$ cat src/rtl/led_sched_pkg.sv
// rtl/led_sched_pkg.sv - shared types and helpers for the LED blink scheduler
// Purpose: scheduler state encoding and a constant-evaluable clog2 helper.
// Ports: none (package).
package led_sched_pkg;

  typedef enum logic [1:0] {
    ST_IDLE = 2'd0,
    ST_ON   = 2'd1,
    ST_OFF  = 2'd2
  } state_e;

  // Smallest r with 2**r >= value; usable in localparam expressions.
  function automatic int clog2(input int value);
    int r;
    r = 0;
    for (int i = 0; i < 31; i++) begin
      if ((1 << i) < value) r = i + 1;
    end
    return r;
  endfunction

endpackage

$ cat src/rtl/led_blink_scheduler_tick_divider.sv
// rtl/led_blink_scheduler_tick_divider.sv - free-running phase tick divider
// Purpose: counts 0..DIV-1 and wraps; tick is high on the last count.
// Ports:
//   CLOCK_50 in  system clock
//   RESET    in  synchronous active-high reset
//   clr      in  restart the count at 0 on the next edge (asserted on grant)
//   tick     out high while the count is DIV-1
module tick_divider
  import led_sched_pkg::*;
#(
  parameter int DIV = 10
) (
  input  logic CLOCK_50,
  input  logic RESET,
  input  logic clr,
  output logic tick
);

  localparam int CW = (clog2(DIV) < 1) ? 1 : clog2(DIV);

  logic [CW-1:0] cnt_q, cnt_d;

  always_comb begin
    cnt_d = cnt_q;
    if (clr) begin
      cnt_d = '0;
    end else if (cnt_q == CW'(DIV - 1)) begin
      cnt_d = '0;
    end else begin
      cnt_d = cnt_q + CW'(1);
    end
  end

  assign tick = (cnt_q == CW'(DIV - 1));

  always_ff @(posedge CLOCK_50) begin
    if (RESET) begin
      cnt_q <= '0;
    end else begin
      cnt_q <= cnt_d;
    end
  end

endmodule

$ cat src/rtl/led_blink_scheduler.sv
// rtl/led_blink_scheduler.sv - round-robin LED bank sharing among requesters
// Purpose: grants the LED bank to one requester at a time for BLINKS on/off
//   cycles of its latched pattern, each phase DIV = CLK_HZ/TICK_HZ clocks.
// Build option: LED_COMPLEMENT_EN drives ~pattern during OFF instead of 0.
// Ports:
//   CLOCK_50 in  system clock
//   RESET    in  synchronous active-high reset
//   REQ      in  [N_REQ]       level request per requester
//   PATTERN  in  [N_REQ*LED_W] on-phase pattern, requester i at [i*LED_W +: LED_W]
//   GNT      out [N_REQ]       one-hot registered grant
//   DONE     out [N_REQ]       one-cycle pulse when a grant completes normally
//   BUSY     out               high in ON/OFF
//   LED      out [LED_W]       registered LED drive
module led_blink_scheduler
  import led_sched_pkg::*;
#(
  parameter int CLK_HZ  = 50000000,
  parameter int TICK_HZ = 2,
  parameter int N_REQ   = 4,
  parameter int LED_W   = 2,
  parameter int BLINKS  = 4
) (
  input  logic                   CLOCK_50,
  input  logic                   RESET,
  input  logic [N_REQ-1:0]       REQ,
  input  logic [N_REQ*LED_W-1:0] PATTERN,
  output logic [N_REQ-1:0]       GNT,
  output logic [N_REQ-1:0]       DONE,
  output logic                   BUSY,
  output logic [LED_W-1:0]       LED
);

  localparam int DIV = CLK_HZ / TICK_HZ;
  localparam int IW  = clog2(N_REQ);
  localparam int PW  = (clog2(BLINKS) < 1) ? 1 : clog2(BLINKS);

  state_e           state_q, state_d;
  logic [N_REQ-1:0] gnt_q, gnt_d;
  logic [N_REQ-1:0] done_q, done_d;
  logic [LED_W-1:0] led_q, led_d;
  logic [LED_W-1:0] pat_q, pat_d;
  logic [IW-1:0]    last_q, last_d;
  logic [PW-1:0]    phase_q, phase_d;
  logic             tick;
  logic             clr;
  logic [IW:0]      pick;

  // Returns {found, index}: first set request scanning last+1, last+2, ...
  function automatic logic [IW:0] rr_pick(input logic [N_REQ-1:0] req,
                                          input logic [IW-1:0]    last);
    logic          found;
    logic [IW-1:0] idx;
    int            j;
    found = 1'b0;
    idx   = '0;
    for (int k = 1; k <= N_REQ; k++) begin
      j = int'(last) + k;
      if (j >= N_REQ) j = j - N_REQ;
      if (!found && req[j]) begin
        found = 1'b1;
        idx   = IW'(j);
      end
    end
    return {found, idx};
  endfunction

  tick_divider #(.DIV(DIV)) u_tick (
    .CLOCK_50 (CLOCK_50),
    .RESET    (RESET),
    .clr      (clr),
    .tick     (tick)
  );

  always_comb begin
    state_d = state_q;
    gnt_d   = gnt_q;
    done_d  = '0;
    pat_d   = pat_q;
    last_d  = last_q;
    phase_d = phase_q;
    clr     = 1'b0;
    pick    = rr_pick(REQ, last_q);

    case (state_q)
      ST_IDLE: begin
        if (pick[IW]) begin
          state_d             = ST_ON;
          gnt_d               = '0;
          gnt_d[pick[IW-1:0]] = 1'b1;
          last_d              = pick[IW-1:0];
          pat_d               = PATTERN[pick[IW-1:0]*LED_W +: LED_W];
          phase_d             = '0;
          clr                 = 1'b1;
        end
      end
      ST_ON: begin
        if (!REQ[last_q]) begin
          state_d = ST_IDLE;
          gnt_d   = '0;
        end else if (tick) begin
          state_d = ST_OFF;
        end
      end
      ST_OFF: begin
        // Final tick is checked before the abort so completion wins a tie.
        if (tick && (phase_q == PW'(BLINKS - 1))) begin
          state_d = ST_IDLE;
          done_d  = gnt_q;
          gnt_d   = '0;
        end else if (!REQ[last_q]) begin
          state_d = ST_IDLE;
          gnt_d   = '0;
        end else if (tick) begin
          state_d = ST_ON;
          phase_d = phase_q + PW'(1);
        end
      end
      default: begin
        state_d = ST_IDLE;
        gnt_d   = '0;
      end
    endcase

    // LED follows the next state so it changes on the same edge as GNT.
    case (state_d)
      ST_ON:   led_d = pat_d;
`ifdef LED_COMPLEMENT_EN
      ST_OFF:  led_d = ~pat_d;
`else
      ST_OFF:  led_d = '0;
`endif
      default: led_d = '0;
    endcase
  end

  always_ff @(posedge CLOCK_50) begin
    if (RESET) begin
      state_q <= ST_IDLE;
      gnt_q   <= '0;
      done_q  <= '0;
      led_q   <= '0;
      pat_q   <= '0;
      last_q  <= IW'(N_REQ - 1);
      phase_q <= '0;
    end else begin
      state_q <= state_d;
      gnt_q   <= gnt_d;
      done_q  <= done_d;
      led_q   <= led_d;
      pat_q   <= pat_d;
      last_q  <= last_d;
      phase_q <= phase_d;
    end
  end

  assign GNT  = gnt_q;
  assign DONE = done_q;
  assign LED  = led_q;
  assign BUSY = (state_q != ST_IDLE);

endmodule

$ cat config.mk
export PLATFORM = sky130hd
export DESIGN_NAME = led_blink_scheduler
export DESIGN_NICKNAME = d
export VERILOG_FILES = /design/src/rtl/led_sched_pkg.sv /design/src/rtl/led_blink_scheduler_tick_divider.sv /design/src/rtl/led_blink_scheduler.sv
export SDC_FILE = /design/constraint.sdc
export NUM_CORES = 1
export LEC_CHECK = 0
export ABC_AREA = 1
export ABC_CLOCK_PERIOD_IN_PS = 2400
export BUFFER_PORTS_ARGS = -buffer_cell sky130_fd_sc_hd__buf_4
export CAP_MARGIN = 20
export CORE_UTILIZATION = 25
export DETAILED_ROUTE_END_ITERATION = 10
export GPL_TIMING_DRIVEN = 0
export MAX_ROUTING_LAYER = met4
export SLEW_MARGIN = 15
export SYNTH_ARGS = -nofsm -noshare
export SYNTH_HDL_FRONTEND = slang
export SYNTH_HIERARCHICAL = 1
export SYNTH_SLANG_ARGS = --single-unit
export TNS_END_PERCENT = 50
$ cat constraint.sdc
create_clock -name CLOCK_50 -period 2.4 [get_ports CLOCK_50]
set_input_delay 0.36 -clock CLOCK_50 [delete_from_list [all_inputs] [get_ports CLOCK_50]]
set_output_delay 0.36 -clock CLOCK_50 [all_outputs]
set_load 0.01 [all_outputs]
Word level (Yosys, flattened, before mapping)
Cells that the tools add are included.
{"block": "totals", "register_bits": 43, "input_bits": 14, "output_inout_bits": 11, "elab_cells": 106}
{"block": "classes", "add_sub_neg": 10, "n_lt_le_gt_ge": 11, "n_eq_ne": 9, "shifts": 1, "muxes": 48, "bitwise_logic": 3, "n_reduce_logical": 16}
{"op": "less-than comparator 32 x 4 -> 1 bit, second input constant", "n": 4}
{"op": "2-to-1 mux 32 bit", "n": 4}
{"op": "2-to-1 mux 2 bit", "n": 16}
{"op": "adder 25 x 1 -> 25 bit, second input constant", "n": 1}
{"op": "== test 25 bit, second input constant", "n": 1}
{"op": "2-to-1 mux 1 bit", "n": 16}
{"op": "2-to-1 mux 4 bit", "n": 3}
{"op": "case mux 4 bit (3 select lines)", "n": 1}
{"op": "subtractor 3 x 3 -> 4 bit, second input constant", "n": 3}
{"op": "binary-select mux 1 bit (select 2 bit)", "n": 5}
{"op": ">= comparator 3 bit, second input constant", "n": 3}
{"op": "!= test 2 bit, second input constant", "n": 4}
{"op": "indexed part select 8 x 4 -> 2 bit", "n": 1}
{"op": "adder 2 x 2 -> 3 bit, second input constant", "n": 2}
{"op": "less-than comparator 2 x 3 -> 1 bit, second input constant", "n": 2}
{"op": "case mux 2 bit (3 select lines)", "n": 1}
{"op": "OR reduction 3 bit", "n": 2}
{"op": "logical AND 1 bit", "n": 5}
{"op": "AND reduction 5 bit", "n": 1}
{"op": "subtractor 4 x 3 -> 5 bit, second input constant", "n": 1}
{"op": "adder 2 x 3 -> 4 bit, second input constant", "n": 1}
{"op": "== test 2 x 1 -> 1 bit, second input constant", "n": 2}
{"op": "== test 2 bit, second input constant", "n": 2}
{"op": ">= comparator 4 x 3 -> 1 bit, second input constant", "n": 1}
{"op": "11 further kinds", "n": 16}

Depth between registers and ports, before layout
{"block": "depth", "ltp_word": 22, "mapped_depth": 17, "ltp_nobuf": 16}

Cells and area by module
The synthesis kept the hierarchy.
{"mod": "tick_divider", "n_inst": 1, "cells_per_inst": 222, "area_per_inst_um2": 1407.6, "seq_area_each_um2": 500.5}
{"mod": "led_blink_scheduler", "n_inst": 1, "cells_per_inst": 167, "area_per_inst_um2": 1162.4, "seq_area_each_um2": 360.3}

Worst setup path after synthesis
Ideal clock, no wire load.
{"block": "synth_path", "path_type": "reg2reg", "startpoint": "register last_q[0]", "endpoint": "register u_tick.cnt_q[19]", "setup_time_ns": 0.070, "arrival_time_ns": 1.749, "t_required_ns": 2.330, "slack_ns": 0.581, "stages_incl_launch_ff": 16, "n_path_buf": 3, "period_less_slack_ns": 1.819, "path_cell_list": "dfxtp_1 -> inv_2 -> buf_6 -> nand2_2 -> nand2_2 -> nand2_2 -> nand2_4 -> nor2_4 -> nand3_2 -> nand2_2 -> inv_2 -> buf_4 -> nor2_1 -> nand2_4 -> buf_8 -> a21oi_1"}
{"block": "synth_via", "elab_chain_cells": 19, "elab_cells_between_ends": 41, "cone_classes": "add/sub: 8; order compare: 4; mux: 22; reduce/logical: 7"}
{"item": "from (decl)", "line": "led_blink_scheduler.sv:42", "rtl": "logic [IW-1:0] last_q, last_d;"}
{"item": "from (signal assigned)", "line": "led_blink_scheduler.sv:143", "rtl": "last_q <= IW'(N_REQ - 1);"}
{"item": "from (signal assigned)", "line": "led_blink_scheduler.sv:151", "rtl": "last_q <= last_d;"}
{"item": "adder 2 x 1 -> 3 bit", "line": "led_blink_scheduler.sv:57", "rtl": "j = int'(last) + k;"}
{"item": "subtractor 3 x 3 -> 4 bit or >= comparator 3 bit (tied branches)", "line": "led_blink_scheduler.sv:58", "rtl": "if (j >= N_REQ) j = j - N_REQ;"}
{"item": "2-to-1 mux 32 bit", "line": "led_blink_scheduler.sv:58"}
{"item": "binary-select mux 1 bit (select 2 bit)", "line": "led_blink_scheduler.sv:59", "rtl": "if (!found && req[j]) begin"}
{"item": "2-to-1 mux 1 bit (implied by the code) (2 in a row)", "line": "led_blink_scheduler.sv:59"}
{"item": "2-to-1 mux 1 bit", "line": "led_blink_scheduler.sv:59"}
{"item": "zero test 1 bit", "line": "led_blink_scheduler.sv:59"}
{"item": "logical AND 1 bit", "line": "led_blink_scheduler.sv:59"}
{"item": "(+3 left out)"}
{"item": "2-to-1 mux 1 bit", "line": "led_blink_scheduler.sv:59"}
{"item": "zero test 1 bit", "line": "led_blink_scheduler.sv:59"}
{"item": "logical AND 1 bit", "line": "led_blink_scheduler.sv:59"}
{"item": "2-to-1 mux 1 bit *", "line": "led_blink_scheduler.sv:59"}
{"item": "2-to-1 mux 1 bit *", "line": "led_blink_scheduler.sv:86", "rtl": "if (pick[IW]) begin"}
{"item": "2-to-1 mux 1 bit *", "line": "led_blink_scheduler.sv:84", "rtl": "case (state_q)"}
{"item": "named net clr", "line": "led_blink_scheduler.sv:45", "rtl": "logic clr;"}
{"item": "OR reduction 3 bit (no line) *"}
{"item": "to (signal assigned)", "line": "led_blink_scheduler_tick_divider.sv:40", "rtl": "cnt_q <= cnt_d;"}
{"item": "to (decl)", "line": "led_blink_scheduler_tick_divider.sv:21", "rtl": "logic [CW-1:0] cnt_q, cnt_d;"}
The timed path passes the listed nets; every way through them passes the cells marked *. The select of a mux whose other input is x is not followed.
A chain may end at the register's enable or synchronous reset.

Worst setup path after layout
{"block": "layout_path", "startpoint": "register last_q[0]", "endpoint": "register u_tick.cnt_q[3]"}
Same word-level chain as after synthesis.

==> impl_metrics.env <==
export IMPL_fmax_ghz=0.470
export IMPL_critPathKind="reg2reg"
export IMPL_ys_warn_count=6
export IMPL_cts_repair_resized=0
export IMPL_row_count=36
export IMPL_crit_arrival_ns=2.36
export IMPL_synth_net_count=405
export IMPL_p_sw_mw=1.17
export IMPL_core_area_um2=9860
export IMPL_postCtsHoldBufs=0
export IMPL_pwr_share_seq_pct=30.5
export IMPL_avgRoutedWirePerCell_um=9.93
export IMPL_ys_async_sr_fraction_pct=0
export IMPL_final_max_slew_violation_count=0
export IMPL_gp_congestion=0.886
export IMPL_hold_depth=2
export IMPL_startpoint_type="flop"
export IMPL_cp_required_ns=2.63
export IMPL_pwr_share_clk_pct=20.6
export IMPL_setup_tns_ns=0
export IMPL_drt_total_wl_mm=5.50
export IMPL_fin_crit_ns=2.13
export IMPL_netlist_area_um2=2570
export IMPL_first_pass_iters=4
export IMPL_dp_hpwl_mm=4.37
export IMPL_maxCapViolCount=0
export IMPL_irDropWorstVdd_mv=0.567
export IMPL_ys_flop_type="dfxtp_1"
export IMPL_yosysTopAreaCell="dfxtp_1"
export IMPL_final_core_util_pct=30.7
export IMPL_htreeDepth=2
export IMPL_overflow=0
export IMPL_relSlewSlack_pct=74.1
export IMPL_cts_inserted_buffers=5
export IMPL_rsz0062_at_grt="no"
export IMPL_endpoint_kind="flop"
export IMPL_hold_violations=0
export IMPL_run_status="complete, no violations"
export IMPL_synthCells=389
export IMPL_crit_path_max_incr_delay_ns=0.37
export IMPL_timing_final_crit_share_pct=88.7
export IMPL_drive_gt1_share_pct=20.7
export IMPL_worstHoldPathType="in2reg"
export IMPL_setup_viol_count_final=0
export IMPL_rr_worst_depth=15
export IMPL_clockRootBuffer="clkbuf_8"
export IMPL_power_leakage_nw=1.24
export IMPL_drt_first_iter_violations=69
export IMPL_r2r_end="u_tick/cnt_q[3]"
export IMPL_n_antenna_cell=0
export IMPL_synth_top_cells_by_area="dfxtp_1, nand2_1, nor2_1"
export IMPL_rrSetupSlack_ns=0.27
export IMPL_ys_types=31
export IMPL_num_io_pins=25
export IMPL_insertion_delay_ns=0.30
export IMPL_dieArea_um2=10700
export IMPL_cts_tree="done"
export IMPL_ant_nets=0
export IMPL_die_y_um=103
export IMPL_avgSynthCellArea_um2=6.61
export IMPL_cpMostUsedCell="nand2_2"
export IMPL_grt_first_pass_wirelength_mm=9.85
export IMPL_die_w_um=103
export IMPL_fill_cells=1085
export IMPL_grtUsageTotal_pct=12.1
export IMPL_viasPerCell=4.26
export IMPL_hold_start="RESET"
export IMPL_skew_ns=0.00812
export IMPL_postCtsSetupBuffers=0
export IMPL_initial_core_util_pct=26.1
export IMPL_ys_ff_latch=43
export IMPL_grt_pass1_vias=2294
export IMPL_nets=436
export IMPL_swShare_pct=42.0
export IMPL_p_int_mw=1.61
export IMPL_ys_seq_area_share_pct=33.5
export IMPL_pwr_density_cell_nw_per_um2=918
export IMPL_pwr_share_comb_pct=48.9
export IMPL_antenna_found_initial=0
export IMPL_hold_slack_ns=0.267
export IMPL_vias=2361
export IMPL_cts_sinks=43
export IMPL_cp_slowest_cell="dfxtp_1"
export IMPL_cp_cell_sequence="inv_2, buf_6, nand2_2, nand2_2, nand2_2, nand2_4, nor2_4, nand3_2, nand2_2, inv_2, buf_4, nor2_1, nand2_4, buf_8, a21oi_1"
export IMPL_port_buffers=24
export IMPL_clockBufferDepth=2
export IMPL_worst_slew_pin_slew_ns=0.387
export IMPL_worstPathMaxFanout=10
export IMPL_yosysTopAreaCellShare_pct=33.5
export IMPL_grt_max_degree=15
export IMPL_synth_edf_count=0
export IMPL_min_to="state_q[0]"
export IMPL_route_detailed_drc=0
export IMPL_worstReg2RegStart="last_q[0]"
export IMPL_area_growth_pct=17.9
export IMPL_path_clk_slew_ns=0.09
-- metal layers --
metal  wire length, um  global-route usage, %
met4                65                   4.23
met5                 0                      -
met2              2590                   20.9
met3               160                   2.02
met1              2690                   14.1
-- synthesized netlist by cell type (4+ instances only) --
cell	count
o21ai_0	10
nand4_1	9
inv_2	5
nand3_1	25
dfxtp_1	43
nor2_2	6
nor2_4	4
inv_1	48
a21oi_1	19
nand2_2	21
nand3_2	4
xor2_1	4
nor2_1	55
nand2_1	108
nand2_4	6
-- critical path: cells and delay by family, from the launching register on --
| family | cells | cell delay (ns) |
|---|---|---|
| and+or+nand+nor | 9 | 1.01 |
| AOI/OAI and AO/OA | 1 | 0.11 |
| DFF | 1 | 0.37 |
| buffers and inverters | 5 | 0.57 |
-- per-stage QoR --
stage | instances | power, mW | instance area, um2 | worst slack [ns]
finish | 554 | 2.78 | 3030 | 0.270
global route | 554 | 3.01 | 3030 | 0.0310
CTS | 554 | 2.82 | 3030 | 0.273
detailed placement | 546 | 2.24 | 2920 | 0.272
global placement | 546 | 2.22 | 2920 | 0.300
floorplan | 389 | 1.94 | 2570 | 0.581
-- sequential cells by signal, summed over array words and instances (netlist names) --
name          count
GNT               4
phase_q           2
DONE              4
pat_q             2
last_q            2
LED               2
u_tick/cnt_q     25
state_q           2
-- how the worst max path moves through the flow --
stage	startpoint	to	slack, ns
2_1_floorplan	last_q[0]	u_tick/cnt_q[19]	0.58
3_3_place_gp	REQ[2]	u_tick/cnt_q[23]	0.30
3_5_place_dp	REQ[2]	u_tick/cnt_q[3]	0.27
4_1_cts	last_q[0]	u_tick/cnt_q[3]	0.27
5_1_grt	last_q[0]	u_tick/cnt_q[3]	0.03
6_report	last_q[0]	u_tick/cnt_q[3]	0.27
-- cells by family after synthesis --
logic type,after synthesis,share of synthesized area (%)
AOI/OAI and AO/OA,37,8.37
xor gates and xnor gates,7,2.39
adders and majority gates,2,0.974
buffers and inverters,60,10.9
DFF,43,33.5
and+or+nand+nor,240,43.9
-- placed cells by master, fill, tap and decap left out, drive strengths merged --
cell	n
nand3b	1
a31oi	1
nor2	65
xnor2	3
o21bai	2
ha	2
o211a	1
or2	1
dlygate4sd1	1
clkinv	2
bufinv	1
nand3	29
dfxtp	43
inv	53
a21oi	19
nand4	9
o22ai	1
o21ai	12
buf	30
a211oi	1
xor2	4
clkbuf	5
nand2	135
-- power by group through the flow --
stage / combinational [mW] / clock, mW / sequential [mW]
after detailed placement: 1.37 / 0 / 0.866
after global placement: 1.35 / 0 / 0.864
after global routing: 1.53 / 0.620 / 0.856
after CTS: 1.38 / 0.596 / 0.849
final: 1.36 / 0.573 / 0.848
after floorplan: 1.07 / 0 / 0.870
-- layout make-up --
type	count	area, um2	area share (%)
plain buffers	7	80.1	2.64
clock buffers	5	68.8	2.27
clock inverters	3	43.8	1.45
inverters	53	199	6.57
multi-input cells	286	1430	47.2
flip-flops and latches	43	861	28.4
well taps	133	166	5.49
repair buffers	24	180	5.95
No activity file was read; power rests on OpenSTA's default activity.
